==> src/rtl/apb_manager_param.sv <==
// APB3 manager: turns single request/ready handshakes into APB transfers to NUM_SLV address-decoded slaves.
// Optional ACCESS-phase watchdog is compiled in when APB_TIMEOUT_EN is defined.
module apb_manager_param #(
   parameter int unsigned          NUM_SLV       = 4,
   parameter int unsigned          ADDR_W        = 32,
   parameter int unsigned          DATA_W        = 32,
   parameter logic [ADDR_W-1:0]    BASE_ADDR     = 32'h1000_0000,
   parameter int unsigned          SLV_SPAN_BITS = 12,
   parameter int unsigned          TIMEOUT_CYC   = 16
) (
   input  logic                        PCLK,
   input  logic                        PRESET,
   input  logic                        transfer,
   input  logic                        write,
   input  logic [ADDR_W-1:0]           addr,
   input  logic [DATA_W-1:0]           wdata,
   output logic [DATA_W-1:0]           rdata,
   output logic                        ready,
   output logic                        err,
   output logic                        busy,
   output logic [ADDR_W-1:0]           PADDR,
   output logic                        PWRITE,
   output logic                        PENABLE,
   output logic [DATA_W-1:0]           PWDATA,
   output logic [NUM_SLV-1:0]          PSEL,
   input  logic [NUM_SLV*DATA_W-1:0]   PRDATA,
   input  logic [NUM_SLV-1:0]          PREADY,
   input  logic [NUM_SLV-1:0]          PSLVERR
);

   localparam int unsigned        IDX_W   = (NUM_SLV > 1) ? $clog2(NUM_SLV) : 1;
   localparam int unsigned        TAG_LO  = SLV_SPAN_BITS + IDX_W;
   localparam logic [IDX_W:0]     SLV_CNT = (IDX_W+1)'(NUM_SLV);

   typedef enum logic [1:0] {
      S_IDLE,
      S_SETUP,
      S_ACCESS,
      S_DECERR
   } state_t;

   state_t            state;
   logic [IDX_W-1:0]  idx_q;

   logic [IDX_W-1:0]  req_idx;
   logic              req_hit;

   logic              sel_ready;
   logic              sel_err;
   logic [DATA_W-1:0] sel_rdata;

`ifdef APB_TIMEOUT_EN
   localparam int unsigned    WD_W    = ($clog2(TIMEOUT_CYC + 1) > 8) ? $clog2(TIMEOUT_CYC + 1) : 8;
   localparam logic [WD_W-1:0] WD_LAST = WD_W'(TIMEOUT_CYC - 1);
   logic [WD_W-1:0]           wd_cnt;
`endif

   // Window index sits just above the per-slave span; everything above it must match the base.
   always_comb begin
      // NOTE: both decode results are assigned on every pass, so no latch can be inferred.
      req_idx = addr[SLV_SPAN_BITS +: IDX_W];
      req_hit = (addr[ADDR_W-1:TAG_LO] == BASE_ADDR[ADDR_W-1:TAG_LO]) &&
                ({1'b0, req_idx} < SLV_CNT);
   end

   // Only the captured slave's response lines are ever looked at.
   assign sel_ready = PREADY[idx_q];
   assign sel_err   = PSLVERR[idx_q];
   assign sel_rdata = PRDATA[idx_q*DATA_W +: DATA_W];

   function automatic logic [NUM_SLV-1:0] onehot(input logic [IDX_W-1:0] i);
      onehot    = '0;
      onehot[i] = 1'b1;
   endfunction

   always_ff @(posedge PCLK or posedge PRESET) begin
      if (PRESET) begin
         state   <= S_IDLE;
         idx_q   <= '0;
         PADDR   <= '0;
         PWDATA  <= '0;
         PWRITE  <= 1'b0;
         PENABLE <= 1'b0;
         PSEL    <= '0;
         rdata   <= '0;
         ready   <= 1'b0;
         err     <= 1'b0;
         busy    <= 1'b0;
`ifdef APB_TIMEOUT_EN
         wd_cnt  <= '0;
`endif
      end else begin
         // NOTE: non-blocking updates throughout, so every branch sees the pre-edge state.
         ready <= 1'b0;
         err   <= 1'b0;
         case (state)
            S_IDLE: begin
               if (transfer) begin
                  busy <= 1'b1;
                  if (req_hit) begin
                     state  <= S_SETUP;
                     idx_q  <= req_idx;
                     PSEL   <= onehot(req_idx);
                     PADDR  <= addr;
                     PWRITE <= write;
                     PWDATA <= wdata;
                  end else begin
                     state <= S_DECERR;
                  end
               end
            end

            S_SETUP: begin
               state   <= S_ACCESS;
               PENABLE <= 1'b1;
`ifdef APB_TIMEOUT_EN
               wd_cnt  <= '0;
`endif
            end

            S_ACCESS: begin
               if (sel_ready) begin
                  state   <= S_IDLE;
                  PSEL    <= '0;
                  PENABLE <= 1'b0;
                  busy    <= 1'b0;
                  ready   <= 1'b1;
                  err     <= sel_err;
                  if (!PWRITE) begin
                     rdata <= sel_rdata;
                  end
               end
`ifdef APB_TIMEOUT_EN
               else if (wd_cnt == WD_LAST) begin
                  state   <= S_IDLE;
                  PSEL    <= '0;
                  PENABLE <= 1'b0;
                  busy    <= 1'b0;
                  ready   <= 1'b1;
                  err     <= 1'b1;
                  rdata   <= '0;
               end else begin
                  wd_cnt <= wd_cnt + 1'b1;
               end
`endif
            end

            S_DECERR: begin
               state <= S_IDLE;
               busy  <= 1'b0;
               ready <= 1'b1;
               err   <= 1'b1;
               rdata <= '0;
            end

            default: state <= S_IDLE;
         endcase
      end
   end

endmodule

==> config.mk <==
export PLATFORM = sky130hd
export DESIGN_NAME = apb_manager_param
export DESIGN_NICKNAME = d
export VERILOG_FILES = /design/src/rtl/apb_manager_param.sv
export SDC_FILE = /design/constraint.sdc
export NUM_CORES = 1
export LEC_CHECK = 0
export BUFFER_PORTS_ARGS = -buffer_cell sky130_fd_sc_hd__buf_4
export CORE_MARGIN = 8
export CORE_UTILIZATION = 43
export DETAILED_ROUTE_END_ITERATION = 10
export PLACE_DENSITY = 0.81
export SLEW_MARGIN = 30
export SYNTH_ARGS = -nofsm -noshare
export SYNTH_HDL_FRONTEND = slang
export SYNTH_SLANG_ARGS = --single-unit
==> constraint.sdc <==
create_clock -name PCLK -period 3.85 [get_ports PCLK]
set_clock_uncertainty 0.1 [all_clocks]
set_input_delay 0.385 -clock PCLK [delete_from_list [all_inputs] [get_ports PCLK]]
set_output_delay 0.385 -clock PCLK [all_outputs]
set_load 0.1 [all_outputs]
* After elaboration in Yosys (flattened, before gate mapping) *
Index checks and enable logic that the tools add are counted.

word-level totals
  register bits = 109
  bits in latches = 0
  memory bits (writable) = 0
  memory bits (read-only) = 0
  input bits = 204
  output and inout bits = 105
  logic and storage cells = 60
  memories kept = 0

cells by class
  $add $sub $neg = 0
  $mul = 0
  divide/modulo/power cells = 0
  $lt $le $gt $ge = 3
  equal/unequal tests = 8
  shift operators = 1
  multiplexer cells = 25
  bitwise gates (word level) = 0
  reduce and logical (&&, ||, !) cells = 12

operators with widths
  kind                    number
  $shiftx A128 B8 Y32     1
  $mux W32                2
  $pmux W32 S2            1
  $eq A18 B15 Y1 const B  1
  $mux W4                 3
  $reduce_and A3 Y1       3
  $ne A2 B2 Y1 const B    4
  $pmux W2 S4             1
  $pmux W4 S2             1
  $mux W1                 7
  $lt A2 B3 Y1 const B    2
  $mux W2                 3
  $pmux W1 S2             3
  $reduce_bool A2 Y1      3
  $bmux W1 S2             2
  $eq A2 B2 Y1 const B    2
  $reduce_and A2 Y1       2
  $reduce_and A4 Y1       1
  $pmux W1 S3             1
  $reduce_bool A3 Y1      1
  $demux W1 S2            1
  $eq A2 B1 Y1 const B    1
  $ge A2 B1 Y1 const B    1
  $logic_not A2 Y1        1
  $logic_and A1 B1 Y1     1

* Longest topological paths before layout *
Gate-level depths: netlist (run 1).

  depth after elaboration = 7
  mapped depth = 6
  mapped depth without buffers = 4

* Worst setup path after synthesis (run 1) *
Ideal clock, no wire load.

  path kind = reg-to-reg
  start = register, netlist name PADDR[12]
  end = register rdata[0]
  setup time = 136 ps
  arrival = 2260 ps
  data required time = 3614 ps
  path slack = 1353 ps
  stages on the path, launching flop included = 7
  buffers on the path = 2
  period minus slack after synthesis = 2497 ps
  path through = dfrtp_1 buf_4 mux4_2 nor3b_4 buf_2 nand2_1 a21oi_1

RTL lines
  element                 RTL line  source
  end signal: assignment  130       rdata <= sel_rdata;
  end: declaration        17        output logic [DATA_W-1:0] rdata,

==> results of run 1 <==
## placed cells by master (no fill, tap or decap)
cell / instances
sky130_fd_sc_hd__a21oi_1: 35
sky130_fd_sc_hd__clkinvlp_4: 1
sky130_fd_sc_hd__nand3b_1: 1
sky130_fd_sc_hd__mux2i_1: 4
sky130_fd_sc_hd__nor3b_4: 1
sky130_fd_sc_hd__clkbuf_8: 1
sky130_fd_sc_hd__nor4_1: 3
sky130_fd_sc_hd__clkinv_2: 1
sky130_fd_sc_hd__inv_6: 1
sky130_fd_sc_hd__mux4_2: 34
sky130_fd_sc_hd__nor4b_1: 1
sky130_fd_sc_hd__nor2_1: 5
sky130_fd_sc_hd__clkbuf_16: 9
sky130_fd_sc_hd__o21ai_0: 2
sky130_fd_sc_hd__and2_2: 1
sky130_fd_sc_hd__or2_2: 2
sky130_fd_sc_hd__dfrtp_1: 106
sky130_fd_sc_hd__mux2_2: 47
sky130_fd_sc_hd__nor3_4: 1
sky130_fd_sc_hd__inv_8: 1
sky130_fd_sc_hd__dfrtp_2: 1
sky130_fd_sc_hd__nor2b_1: 18
sky130_fd_sc_hd__buf_4: 313
sky130_fd_sc_hd__clkinv_4: 3
sky130_fd_sc_hd__nand3_1: 1
sky130_fd_sc_hd__nand2b_1: 2
sky130_fd_sc_hd__nand3b_2: 1
sky130_fd_sc_hd__nand2_1: 71
sky130_fd_sc_hd__inv_1: 3
## per-layer routing
layer  vias to the layer above  share of wire (%)
met3                        29                 10
met4                         0                2.3
li1                       1891                  -
met2                       206                 53
met5                         -                  0
met1                      1972                 34
## registers in the layout, summed over array words and instances, names as in the netlist
signal,cells
PADDR,32
PWDATA,32
rdata,32
PSEL,4
state,2
PENABLE,1
PWRITE,1
busy,1
err,1
ready,1
## critical path, stage by stage (launching register included)
cell and delay [ps]:
sky130_fd_sc_hd__dfrtp_1 330, sky130_fd_sc_hd__buf_4 400, sky130_fd_sc_hd__mux4_2 380, sky130_fd_sc_hd__nor3b_4 390, sky130_fd_sc_hd__buf_4 340, sky130_fd_sc_hd__nand2_1 120
sky130_fd_sc_hd__a21oi_1 130
## cells by family (layout without fill, tap and decap cells)
group | after synthesis | after routing | share of synthesized area [%]
simple gates | 108 | 108 | 10.5
compound gates | 37 | 37 | 3.81
flops | 107 | 107 | 55.0
buf+inv | 29 | 333 | 3.27
mux | 85 | 85 | 27.4
## final timing paths
kind	start	end	slack (ps)	cells after the start
setup / recovery	PADDR[13]$_DFFE_PP0P_	rdata[26]$_DFFE_PP0P_	1560	6
hold / removal	PRESET	PWDATA[4]$_DFFE_PP0P_	70	2
setup reg to reg	PADDR[13]$_DFFE_PP0P_	rdata[26]$_DFFE_PP0P_	1560	6
hold reg to reg	PADDR[28]$_DFFE_PP0P_	PADDR[28]$_DFFE_PP0P_	380	1
max in group asynchronous	PRESET	PADDR[7]$_DFFE_PP0P_	2740	3
min in group PCLK	wdata[15]	PWDATA[15]$_DFFE_PP0P_	180	2
## Yosys cell counts, drive strengths merged
library cell  number  share of area (%)
dfrtp            107                 55
nand2             71                5.5
mux2              47                 11
a21oi             35                3.6
mux4              34                 16
nor2b             18                2.3
buf               16                2.2
clkbuf             9               0.72
nor2               5               0.39
inv                4               0.31
mux2i              4               0.82
nor4               3               0.39
nand2b             2               0.26
nand3b             2               0.39
o21ai              2               0.21
or2                2               0.26
and2               1               0.13
nand3              1               0.10
nor3               1               0.21
nor3b              1               0.39
nor4b              1               0.18
## layout make-up
| class | count | area [um^2] |
|---|---|---|
| clock buffers | 10 | 239 |
| clock inverters | 6 | 50.0 |
| fillers | 852 | 3670 |
| inverters | 4 | 20.0 |
| multi-input cells | 230 | 2040 |
| flip-flops and latches | 107 | 2680 |
| well taps | 143 | 179 |
| repair buffers | 313 | 2350 |
## power groups by stage
stage,Sequential [mW],Clock (mW),Combinational (mW)
final,1.42,0.871,2.24
after CTS,1.43,0.893,2.26
after global routing,1.45,0.939,2.32
after detailed placement,1.45,0,2.26
after floorplan,2.77,0,0.333
after global placement,1.44,0,2.24
==> reports/qor_table.md, run 1 <==
| Result | Value | Unit |
|:---|:---|:---|
| Cell area after synthesis | 4870 | um^2 |
| CP max FO | 36 | - |
| Internal power consumption | 2.28 | mW |
| Leakage power total | 3.90 | nW |
| Result of the run | completed | - |
| Period minus WS final | 2290 | ps |
| HPWL reported at the end of detailed placement | 12,800 | um |
| Number of nets with antenna violations after detailed routing | 0 | - |
| Max-slew headroom | 44.2 | % |
| Layout cell share with drive strength beyond 1 | 62.4 | % |
| Highest-utilization routing layer at the global route stage | met2 | - |
| Total number of clock tree sinks | 107 | - |
| Gr ovfl total | 0 | - |
| Ant diodes | 0 | - |
| GRT met2 Usage | 36.0 | % |
| Power density cells | 601 | nW/um^2 |
| Number of vias per cell | 5.04 | - |
| Library cell used as clock root buffer | sky130_fd_sc_hd__clkbuf_16 | - |
| Pre-CTS setup slack | 1290 | ps |
| Initial core utilization | 43.4 | % |
| Number of placed instances, taps included | 797 | - |
| Total Power | 4.54 | mW |
| Number of nets in the synthesized netlist | 570 | - |
| Synth-to-Final Area Change | 55.2 | % |
| Per-cell routed wire length | 19.2 | um |
| Sum of negative setup slack | 0 | ps |
| Number of antenna violations at the first check in global routing | 0 | - |
| Crit path kind | reg -> reg | - |
| Number of buffers on the longest clock path | 2 | - |
| Worst Max-Slew Pin Slew | 837 | ps |
| Worst vdd rail ir drop | 0.352 | mV |
| Total GRT Usage | 20.3 | % |
| Average size of a mapped cell | 13.3 | um^2 |
| Max capacitance violation total | 0 | - |
| Type of the worst min-delay path | in -> async | - |
| Relative contribution of the clock network to total power | 19.2 | % |
| Clock latency on the worst-skew pair | 330 | ps |
| Number of warning messages in the yosys log | 0 | - |
| Tcrit/Tclk final | 59.6 | % |
| Die Area | 15,000 | um^2 |
| Post-layout instance area | 7550 | um^2 |
| Hold-fix buffers at CTS | 0 | - |
| Share of total power consumed by net switching | 49.8 | % |
| Num ports | 309 | - |
| Share of total power in combinational logic | 49.4 | % |
| Setup repair after global routing missed its margin | false | - |
| Number of vias after detailed routing | 4,098 | - |
| Clock tree from TritonCTS | yes | - |
| Pin count of the biggest net entering global routing | 86 | - |
| Worst-case hold slack | 74.9 | ps |
| Utilization of the core after routing | 67.3 | % |
| First-pass detailed-route iteration total | 4 | - |
| CP arrival | 2450 | ps |
| Highest attainable clock frequency | 436 | MHz |
| Die span in x | 122 | um |
| Reg clk slew, reported paths | 70 | ps |
| Element type at the critical path end | register | - |
| Total setup buffers inserted after CTS | 0 | - |
| # H-tree levels | 3 | - |
| Wire length of the first global-routing pass | 23,600 | um |
| Final number of hold-violating endpoints | 0 | - |
| Kind of start point of the critical path | register | - |
| Worst Slack Setup Final | 1560 | ps |
| Total CTS buffers | 9 | - |
| Count of distinct cell types in the synthesized netlist | 25 | - |
| Syn Inst Count | 366 | - |
| Total wire length | 15,600 | um |
| Final Net Count | 869 | - |
| Port-buffer cells | 308 | - |
| Flip-flop and latch count after synthesis | 107 | - |
| Placeable core region | 11,200 | um^2 |
| Weighted congestion reported at the end of routability-driven placement | 0.853 | - |
| Sequential element share of the synthesized area | 55.0 | % |
| Number of standard cells in the final layout excluding fillers | 813 | - |
| Drt drc | 0 | - |
| Final setup violation count | 0 | - |
| Number of resized instances in the post-cts repair step | 0 | - |
| Height of the die | 122 | um |
| Net switching power of the design | 2.26 | mW |
| Number of max-slew violations in the final report | 0 | - |
| DRC marker count from the first detailed-route iteration | 229 | - |
| Routing usage on met1 | 22.1 | % |
| Met3 global-route usage | 6.90 | % |
| Required time at the worst-slack endpoint | 4010 | ps |
| Std-Cell Rows | 39 | - |
| Standard cell area after detailed placement | 7260 | um^2 |
| Via count of the first global-routing pass | 4,466 | - |
| Proportion of power drawn by flip-flops and latches | 31.4 | % |
Note: power is estimated with default switching activity, not from simulation.
==> run 2: changes to the inputs <==
Settings changed: ABC_AREA set to 1, CORE_UTILIZATION 43 to 44.
Clock period 3.85 ns to 2.25 ns, I/O delays scaled along.
==> run 2 against run 1 <==
  * Synthesized cell count is 80% higher
  * Flip-flop and latch count unchanged
  * Maximum frequency grew 25%
  * Critical path depth grew 1
  * Largest cell class is now buffers
==> reports/qor_table.md, run 2 <==
| Result | Value | Unit |
|:---|:---|:---|
| Result of the run | completed | - |
| Clock tree from TritonCTS | yes | - |
| Commonest non-fill, non-tap cells in the layout | sky130_fd_sc_hd__buf_4 (316), sky130_fd_sc_hd__nand2_1 (155), sky130_fd_sc_hd__dfrtp_1 (106) | - |
| Cell Chain, Critical Path | buf_4 > nand3_1 > nand2_1 > a21oi_4 > inv_2 > nand2_1 > nand2_1 | - |
| Max capacitance violation total | 0 | - |
| Complex-gate fraction of the synthesized area | 16.2 | % |
| # H-tree levels | 3 | - |
| Number of buffers on the longest clock path | 2 | - |
| Most common cell after layout, fill and taps aside | sky130_fd_sc_hd__buf_4 | - |
| Cell area after synthesis | 5210 | um^2 |
| Total CTS buffers | 9 | - |
| Number of cells on the critical path | 7 | - |
| Clock latency on the worst-skew pair | 340 | ps |
| Element type at the critical path end | register | - |
| RR Endpoint | rdata[12]$_DFFE_PP0P_ | - |
| Std-Cell Rows | 39 | - |
| Synth async-reset ratio | 100 | % |
| Sequential element share of the synthesized area | 51.4 | % |
| Total number of clock tree sinks | 107 | - |
| Multiplexer fraction of the synthesized cell area | 0 | % |
| Reg clk slew, reported paths | 80 | ps |
| Type of the worst min-delay path | in -> reg | - |
| Port-buffer cells | 308 | - |
| Required time at the worst-slack endpoint | 2430 | ps |
| Worst Max-Slew Pin Slew | 551 | ps |
| CP max FO | 35 | - |
| Buffers plus inverters on the worst setup path | 2 | - |
| Final setup violation count | 0 | - |
| Sum of negative setup slack | 0 | ps |
| Synth-to-Final Area Change | 57.5 | % |
| Fill cell total of the finished layout | 924 | - |
| Adder and majority gate portion of the synthesized area | 0 | % |
| Num ports | 309 | - |
| Pre-CTS setup slack | 446 | ps |
| Number of resized instances in the post-cts repair step | 0 | - |
| Cell type of the slowest stage on the worst timing path | sky130_fd_sc_hd__inv_2 | - |
| Utilization of the core after routing | 71.3 | % |
| Area share of xor/xnor cells in the synthesized design | 0 | % |
| Category of cells accounting for the largest share of critical-path delay | buffers and inverters | - |
| Gr ovfl total | 0 | - |
| Wire length of the first global-routing pass | 30,100 | um |
| Number of placed instances, taps included | 1,080 | - |
| Critical path destination | rdata[12]$_DFFE_PP0P_ | - |
| Height of the die | 125 | um |
| Setup repair after global routing missed its margin | false | - |
| Top cell by count, worst path | sky130_fd_sc_hd__nand2_1 | - |
| Highest attainable clock frequency | 543 | MHz |
| Number of vias after detailed routing | 5,628 | - |
| Number of nets in the synthesized netlist | 861 | - |
| Count leader, synth | sky130_fd_sc_hd__nand2_1 | - |
| Number of standard cells in the final layout excluding fillers | 1,126 | - |
| Area share of the leading cell type in the synthesized netlist | 51.4 | % |
| Most numerous cell types in the synthesized netlist | sky130_fd_sc_hd__nand2_1 (155), sky130_fd_sc_hd__dfrtp_1 (107), sky130_fd_sc_hd__o21ai_0 (98), sky130_fd_sc_hd__nor2_1 (76), sky130_fd_sc_hd__inv_1 (71) | - |
| Total GRT Usage | 23.8 | % |
| Largest cells by area after synthesis | sky130_fd_sc_hd__dfrtp_1 (51%), sky130_fd_sc_hd__nand2_1 (11%), sky130_fd_sc_hd__o21ai_0 (9.4%), sky130_fd_sc_hd__nor2_1 (5.5%), sky130_fd_sc_hd__inv_1 (5.1%) | - |
| Worst-case hold slack | 4.27 | ps |
| R2r setup slk | 410 | ps |
| First element of the critical path | PADDR[13]$_DFFE_PP0P_ | - |
| Period minus WS final | 1840 | ps |
| Ant diodes | 0 | - |
| Worst r2r src | PADDR[13]$_DFFE_PP0P_ | - |
| Via count of the first global-routing pass | 5,616 | - |
| HPWL reported at the end of detailed placement | 14,300 | um |
| Power density cells | 960 | nW/um^2 |
| Final number of hold-violating endpoints | 0 | - |
| Count of distinct cell types in the synthesized netlist | 23 | - |
| Weighted congestion reported at the end of routability-driven placement | 0.819 | - |
| Syn Inst Count | 657 | - |
| Most area-hungry cell type in the Yosys netlist | sky130_fd_sc_hd__dfrtp_1 | - |
| Number of antenna violations at the first check in global routing | 0 | - |
| Layout cell share with drive strength beyond 1 | 36.4 | % |
| Number of vias per cell | 5.00 | - |
| Per-cell routed wire length | 17.0 | um |
| Total wire length | 19,100 | um |
| Cell depth of the worst flop-to-flop path | 7 | - |
| Worst Slack Setup Final | 409 | ps |
| Number of warning messages in the yosys log | 0 | - |
| CP arrival | 2020 | ps |
| Number of synthesized flops with an enable pin | 0 | - |
| Tcrit/Tclk final | 81.8 | % |
| First-pass detailed-route iteration total | 5 | - |
| Peak per-stage delay on the critical path | 390 | ps |
| Placeable core region | 11,500 | um^2 |
| Flip-flop and latch count after synthesis | 107 | - |
| Average size of a mapped cell | 7.93 | um^2 |
| Number of nets with antenna violations after detailed routing | 0 | - |
| Initial core utilization | 45.3 | % |
| Pin count of the biggest net entering global routing | 103 | - |
| Library cell used as clock root buffer | sky130_fd_sc_hd__clkbuf_16 | - |
| Drt drc | 0 | - |
| Crit path kind | reg -> reg | - |
| Combinational family with the most area after synthesis | simple AND/OR/NAND/NOR gates | - |
| Post-Synth Simple-Gate Area | 22.3 | % |
| Die span in x | 125 | um |
| DRC marker count from the first detailed-route iteration | 470 | - |
| Final Net Count | 1,182 | - |
| Leakage power total | 4.42 | nW |
| Number of max-slew violations in the final report | 0 | - |
| Largest registers | PADDR (32), PWDATA (32), rdata (32) | - |
| Die Area | 15,600 | um^2 |
| Max-slew headroom | 63.3 | % |
| Kind of start point of the critical path | register | - |
| Most instantiated flip-flop cell in the synthesis netlist | sky130_fd_sc_hd__dfrtp_1 | - |
| Worst vdd rail ir drop | 0.821 | mV |
[run 2: cell types whose count changed after synthesis, moves of 33 or more]
cell,previous run,this run
sky130_fd_sc_hd__inv_1,4,71
sky130_fd_sc_hd__nand2_1,71,155
sky130_fd_sc_hd__o22ai_1,0,33
sky130_fd_sc_hd__mux2_2,47,0
sky130_fd_sc_hd__o21ai_0,2,98
sky130_fd_sc_hd__mux4_2,34,0
sky130_fd_sc_hd__a21oi_1,35,0
sky130_fd_sc_hd__nor2_1,5,76
sky130_fd_sc_hd__nand3_1,1,41
[run 2: layout make-up]
cell class | count | area (um^2) | area share, %
Clock buffer | 10 | 239 | 2.91
Sequential cell | 107 | 2680 | 32.6
Tap cell | 143 | 179 | 2.18
Inverter | 74 | 282 | 3.43
Timing Repair Buffer | 350 | 2750 | 33.5
Clock inverter | 6 | 67.6 | 0.823
Multi-Input combinational cell | 436 | 2010 | 24.5
[run 2: what timing repair did]
item,in CTS,in global routing
hold buffers,30,0
setup buffers,0,0
hold endpoints to repair,34,0
setup endpoints to repair,0,0
[run 2: tightest hold or removal path, delay by kind of cell]
kind                   cells  cell delay, ps
buffers and inverters      1              70
AOI/OAI and AO/OA          1              60
and+or+nand+nor            1              40
[run 2: cell families (layout without fill, tap and decap cells)]
group | Yosys count | count (layout)
and+or+nand+nor | 285 | 285
AOI/OAI and AO/OA | 151 | 151
buffers and inverters | 114 | 440
DFF | 107 | 107
[run 2: report_power, final]
group | switching, mW | internal, mW
combinational | 2.99 | 0.867
sequential | 0.199 | 2.24
clock | 0.765 | 0.818
[run 2: how the worst min path moves through the flow]
stage | slack, ps | startpoint | end | cells past startpoint
2_1_floorplan | 250 | addr[0] | PADDR[0]$_DFFE_PP0P_ | 2
3_3_place_gp | 50 | PRESET | PADDR[7]$_DFFE_PP0P_ | 2
3_5_place_dp | 50 | PRESET | PADDR[3]$_DFFE_PP0P_ | 2
4_1_cts | 0.5 | wdata[1] | PWDATA[1]$_DFFE_PP0P_ | 3
5_1_grt | 7 | wdata[28] | PWDATA[28]$_DFFE_PP0P_ | 3
6_report | 4 | wdata[16] | PWDATA[16]$_DFFE_PP0P_ | 3
[run 2: stage by stage]
stage	instance area (um^2)	power (mW)
2_1_floorplan	5220	5.22
3_3_place_gp	7600	6.25
3_5_place_dp	7600	6.29
4_1_cts	8210	7.92
5_1_grt	8210	8.19
6_report	8210	7.88
[run 2: layer usage]
metal | vias up | share of wire [%] | GRT usage, % | routed length [um]
met3 | 44 | 7.3 | 6.12 | 1400
li1 | 2756 | - | - | -
met5 | - | 0 | 0 | 0
met1 | 2587 | 39 | 27.8 | 7420
met4 | 0 | 3.6 | 10.2 | 681
met2 | 241 | 50 | 40.4 | 9630
